<file path="src/rtl/vga_timing_gen.sv">
// vga_timing_gen: 640x480@60 VGA raster timing with pixel coordinates, syncs and frame strobes.
module vga_timing_gen #(
  parameter int CLK_DIV   = 4,
  parameter int H_VISIBLE = 640,
  parameter int H_FP      = 16,
  parameter int H_SYNC    = 96,
  parameter int H_BP      = 48,
  parameter int V_VISIBLE = 480,
  parameter int V_FP      = 10,
  parameter int V_SYNC    = 2,
  parameter int V_BP      = 33
) (
  input  logic        clk_in,
  input  logic        reset_n_in,
  output logic        pixel_tick,
  output logic [9:0]  current_row,
  output logic [9:0]  current_line,
  output logic        enable,
  output logic        hsync_out,
  output logic        vsync_out,
  output logic        line_start,
  output logic        frame_start,
  output logic [15:0] frame_count
);
  localparam int H_TOTAL = H_VISIBLE + H_FP + H_SYNC + H_BP;
  localparam int V_TOTAL = V_VISIBLE + V_FP + V_SYNC + V_BP;
  localparam int DW = CLK_DIV > 1 ? $clog2(CLK_DIV) : 1;
  localparam logic [DW-1:0] D_LAST = DW'(CLK_DIV - 1);
  localparam logic [9:0] H_LAST  = 10'(H_TOTAL - 1);
  localparam logic [9:0] H_VIS   = 10'(H_VISIBLE);
  localparam logic [9:0] HS_ON   = 10'(H_VISIBLE + H_FP);
  localparam logic [9:0] HS_OFF  = 10'(H_VISIBLE + H_FP + H_SYNC);
  localparam logic [9:0] V_LAST  = 10'(V_TOTAL - 1);
  localparam logic [9:0] L_FRONT = 10'(V_VISIBLE);
  localparam logic [9:0] L_SYNC  = 10'(V_VISIBLE + V_FP);
  localparam logic [9:0] L_BACK  = 10'(V_VISIBLE + V_FP + V_SYNC);

  if (CLK_DIV < 1 || H_TOTAL > 1024 || V_TOTAL > 1024) begin : g_bad_params
    $error("vga_timing_gen: CLK_DIV must be >= 1 and raster totals must fit 10-bit counters");
  end

  typedef enum logic [1:0] {S_ACTIVE, S_FRONT, S_SYNC, S_BACK} vstate_t;

  logic [DW-1:0] div_cnt;
  logic [9:0]    h_cnt, v_cnt, v_nxt;
  logic [15:0]   frm_cnt;
  logic          h_wrap, v_wrap, v_active, vsync_c;
  vstate_t       state, state_nxt;

  assign h_wrap = pixel_tick && h_cnt == H_LAST;
  assign v_wrap = h_wrap && v_cnt == V_LAST;
  assign v_nxt  = v_wrap ? 10'd0 : v_cnt + 10'd1;

  always_ff @(posedge clk_in or negedge reset_n_in)
    if (!reset_n_in) begin
      div_cnt    <= '0;
      pixel_tick <= 1'b0;
    end else begin
      div_cnt    <= div_cnt == D_LAST ? '0 : div_cnt + 1'b1;
      pixel_tick <= div_cnt == D_LAST;
    end

  always_ff @(posedge clk_in or negedge reset_n_in)
    if (!reset_n_in) begin
      h_cnt   <= '0;
      v_cnt   <= '0;
      frm_cnt <= '0;
    end else if (pixel_tick) begin
      h_cnt <= h_wrap ? 10'd0 : h_cnt + 10'd1;
      if (h_wrap) v_cnt <= v_nxt;
      if (v_wrap) frm_cnt <= frm_cnt + 16'd1;
    end

  always_ff @(posedge clk_in or negedge reset_n_in)
    if (!reset_n_in) state <= S_ACTIVE;
    else if (h_wrap) state <= state_nxt;

  // v_nxt is the line being entered, so each transition lands on the first line of its region
  always_comb
    state_nxt = (state == S_ACTIVE && v_nxt == L_FRONT) ? S_FRONT :
                (state == S_FRONT  && v_nxt == L_SYNC)  ? S_SYNC  :
                (state == S_SYNC   && v_nxt == L_BACK)  ? S_BACK  :
                (state == S_BACK   && v_nxt == 10'd0)   ? S_ACTIVE : state;

  always_comb begin
    v_active = state == S_ACTIVE;
    vsync_c  = state != S_SYNC;
  end

  // Strobes compare against the previous output so a reset restart at (0,0) raises none
  always_ff @(posedge clk_in or negedge reset_n_in)
    if (!reset_n_in) begin
      current_row  <= '0;
      current_line <= '0;
      enable       <= 1'b0;
      hsync_out    <= 1'b1;
      vsync_out    <= 1'b1;
      line_start   <= 1'b0;
      frame_start  <= 1'b0;
      frame_count  <= '0;
    end else begin
      current_row  <= h_cnt;
      current_line <= v_cnt;
      enable       <= h_cnt < H_VIS && v_active;
      hsync_out    <= !(h_cnt >= HS_ON && h_cnt < HS_OFF);
      vsync_out    <= vsync_c;
      line_start   <= h_cnt == 10'd0 && current_row != 10'd0;
      frame_start  <= h_cnt == 10'd0 && v_cnt == 10'd0 && current_line != 10'd0;
      frame_count  <= frm_cnt;
    end
endmodule

</file>
<file path="config.mk">
export PLATFORM = sky130hd
export DESIGN_NAME = vga_timing_gen
export DESIGN_NICKNAME = d
export VERILOG_FILES = /design/src/rtl/vga_timing_gen.sv
export SDC_FILE = /design/constraint.sdc
export NUM_CORES = 1
export LEC_CHECK = 0
export ABC_AREA = 1
export ABC_CLOCK_PERIOD_IN_PS = 2100
export CAP_MARGIN = 10
export CORE_ASPECT_RATIO = 0.7
export CORE_MARGIN = 3
export CORE_UTILIZATION = 50
export DETAILED_ROUTE_END_ITERATION = 8
export GPL_ROUTABILITY_DRIVEN = 0
export HOLD_SLACK_MARGIN = 0.15
export PLACE_DENSITY = 0.73
export REMOVE_ABC_BUFFERS = 1
export SYNTH_ARGS = -nofsm -noshare
export SYNTH_HDL_FRONTEND = slang
export SYNTH_SLANG_ARGS = --single-unit
</file>
<file path="constraint.sdc">
create_clock -name clk_in -period 2.1 [get_ports clk_in]
set_clock_uncertainty 0.05 [all_clocks]
set_input_delay 0.315 -clock clk_in [delete_from_list [all_inputs] [get_ports clk_in]]
set_output_delay 0.315 -clock clk_in [all_outputs]
set_load 0.005 [all_outputs]
</file>
==> reports/qor.txt, run 1 <==
DP Cell Count = 472
cell taking the most area after synthesis = dfrtp_1
VDD IR max = 0.725 mV
synth cell count leaders = dfrtp_1 (80), nand2_1 (56), inv_1 (40), nor2_1 (37)
Area after DPL = 0.00399 mm²
Lkg Pwr = 2.02 nW
crit path time final = 2090 ps
effective utilization at floorplan = 52.8%
Cell Count, Final, Fillers Out = 502
Post-Syn Area = 0.00336 mm²
# H-tree levels = 3
Fin Setup TNS = 0 ps
Die Area = 0.00776 mm²
Synth-to-Final Area Change = 30.1%
initial antenna violation count = 0
diode count = 0
top routing layer used = met4
routed length on met2 = 3310 µm
Post-synth EDFFs = 0
Final Hold Viols = 0
pwr dens = 631 mW/mm²
Worst-Skew Late Latency = 350 ps
Crit Path Max Fanout = 6
YS warnings = 0
Min-Delay Path Class = register to register
final-report max-slew violation count = 0
Gate power share = 1.3%
Final Instance Area = 0.00437 mm²
DP Wirelength = 4770 µm
core area = 0.00637 mm²
CTS tree = done
Die Y = 74.6 µm
final worst slack = 9.60 ps
fin nets = 414
register share of total power = 57.2%
vias = 2,470
switching power = 0.000617 W
sequential cell area = 0.00206 mm²
number of antenna-violating nets in the routed design = 0
status = finished clean
RSZ-0062 raised after global routing = yes
# fillers = 465
Setup crit end kind = register
Metal-1 WL = 3070 µm
Worst Path Arrival = 2290 ps
Die X-Extent = 104 µm
register clock-pin slew on the reported worst setup and hold paths = 90 ps
WL final = 6850 µm
Iter 0 DRT Violations = 122
layout cells sized above 1 = 20.2%
maximum buffer depth of the clock tree = 2
Post-Place Worst Slack = -7.82 ps
total congestion overflow = 0
vias in the first global route = 2,283
Tot GR Track Use = 18.0%
WP data required = 2300 ps
CP Launch Type = register
Multi-input gate area = 0.00121 mm²
Synth cell types = 32
drt pass-1 iters = 4
Final setup violation count = 0
worst slew pin tran = 547 ps
Clk network pwr share = 41.5%
Primary FF master, synth = dfrtp_1
largest net degree at the start of global routing = 46
Avg Cell Area, Syn = 10.2 µm²
register area share after synthesis = 61.1%
met3 wire length = 377 µm
FMAX = 478 MHz
Ports = 44
Synth area leaders = dfrtp_1 (60%), nand2_1 (6.3%), inv_1 (4.5%)
count of standard-cell rows = 24
Via density = 4.92
I/O Buffers = 43
switching fraction of total power = 22.4%
Final period util = 99.5%
Residual DRC = 0
first-pass GRT wire length = 10,700 µm
wire per inst = 13.6 µm
cts bufs inserted = 9
Cell Int Power = 0.00214 W
Cells after Synth = 328
top-count cell post-synth = dfrtp_1
worst setup path category = register to register
top cell type's share of synthesized area = 59.5%
# Max-Cap Violations = 0
synthesis-stage register bit count = 82
CTS root buf = clkbuf_8
Max-slew headroom = 63.6%
PnR Total Power = 0.00276 W
Async SR Flop Fraction = 100%
clk sinks = 82
## worst max-delay path, cell delays in order (launching register included)
cell and delay, ps:
dfrtp_1 450, inv_2 100, ha_4 120, inv_2 40, nor2_4 100, nand2_2 70, nor2_4 150, nand2_4 120
nor2_4 130, nand2_2 80, nor2_4 120, nand2_2 80, nor2_4 120, nand3_2 70, xor2_1 170
## routing by layer
metal	vias up	track usage, %
met4	0	5.46
met3	12	6.07
met5	-	0
met2	67	29.4
met1	1196	23.4
li1	1195	-
## layout by cell type, fill, tap and decap left out, drive strengths merged
| cell type | instances |
|---|---|
| a31oi | 1 |
| clkdlybuf4s50 | 42 |
| nor3 | 6 |
| or2 | 1 |
| nand4 | 7 |
| mux2 | 1 |
| clkbuf | 9 |
| dfrtp | 80 |
| nand3 | 21 |
| dfstp | 2 |
| dlygate4sd3 | 1 |
| a21boi | 1 |
| a21oi | 3 |
| xor2 | 15 |
| xnor2 | 5 |
| bufinv | 1 |
| o211ai | 1 |
| nand2 | 63 |
| buf | 26 |
| inv | 43 |
| nor4 | 5 |
| ha | 6 |
| o21ai | 20 |
| nor2 | 46 |
| clkinvlp | 4 |
| nor3b | 1 |
## metrics by stage
stage	hold slack, ps	util (%)
3_3_place_gp	287	62.7
4_1_cts	346	66.1
3_5_place_dp	295	62.7
6_report	341	68.7
5_1_grt	354	68.7
2_1_floorplan	-30.6	-
## repair_timing
action | in CTS | in global routing
resized for setup | 1 | 20
hold buffers | 1 | 0
hold endpoints to repair | 42 | 0
cloned | 0 | 1
setup buffers | 0 | 12
endpoints found under the setup margin | 3 | 6
pin swaps | 0 | 13
## worst paths after layout
path / from / endpoint / slack (ps) / depth (start not counted)
max: v_cnt[1]$_DFFE_PN0P_ / frm_cnt[15]$_DFFE_PN0P_ / 10 / 14
min in group asynchronous: reset_n_in / frm_cnt[13]$_DFFE_PN0P_ / 450 / 2
min reg2reg: frm_cnt[15]$_DFFE_PN0P_ / frame_count[15]$_DFF_PN0_ / 340 / 0
max in group asynchronous: reset_n_in / hsync_out$_DFF_PN1_ / 930 / 3
max reg2reg: v_cnt[1]$_DFFE_PN0P_ / frm_cnt[15]$_DFFE_PN0P_ / 10 / 14
min: frm_cnt[15]$_DFFE_PN0P_ / frame_count[15]$_DFF_PN0_ / 340 / 0
## power by group through the flow
stage | clock network (W) | logic [W] | registers (W)
final | 0.00114 | 0.0000368 | 0.00158
after global routing | 0.00123 | 0.0000443 | 0.00158
after CTS | 0.00117 | 0.0000398 | 0.00158
after detailed placement | 0 | 0.0000382 | 0.00161
after global placement | 0 | 0.0000375 | 0.00161
after floorplan | 0 | 0.000000000545 | 0.00161
## cell type report
| class | instances | share of cell area [%] |
|---|---|---|
| Sequential cell | 82 | 47.0 |
| Multi-Input combinational cell | 203 | 27.7 |
| Timing Repair Buffer | 69 | 14.6 |
| Inverter | 41 | 3.52 |
| Clock buffer | 9 | 2.83 |
| Tap cell | 91 | 2.60 |
| Clock inverter | 7 | 1.77 |
## kinds of logic after synthesis
logic type,share of synthesized area [%]
AOI/OAI and AO/OA,4.17
xor gates and xnor gates,5.21
adders and majority gates,2.23
buffers and inverters,5.17
DFF,61.1
muxes,0.335
and+or+nand+nor,21.8
## sequential cells by signal, indices dropped and copies added, names as in the netlist
name	count
div_cnt	2
frm_cnt	16
enable	1
hsync_out	1
state	2
frame_count	16
line_start	1
vsync_out	1
current_row	10
frame_start	1
v_cnt	10
pixel_tick	1
current_line	10
h_cnt	10
No activity file was read; power rests on OpenSTA's default activity.
==> run 2, diff against run 1 <==
GPL_ROUTABILITY_DRIVEN = not set   (was 0)
==> results of run 2 <==
Final layout, timing and power as in run 1 (identical DEF).
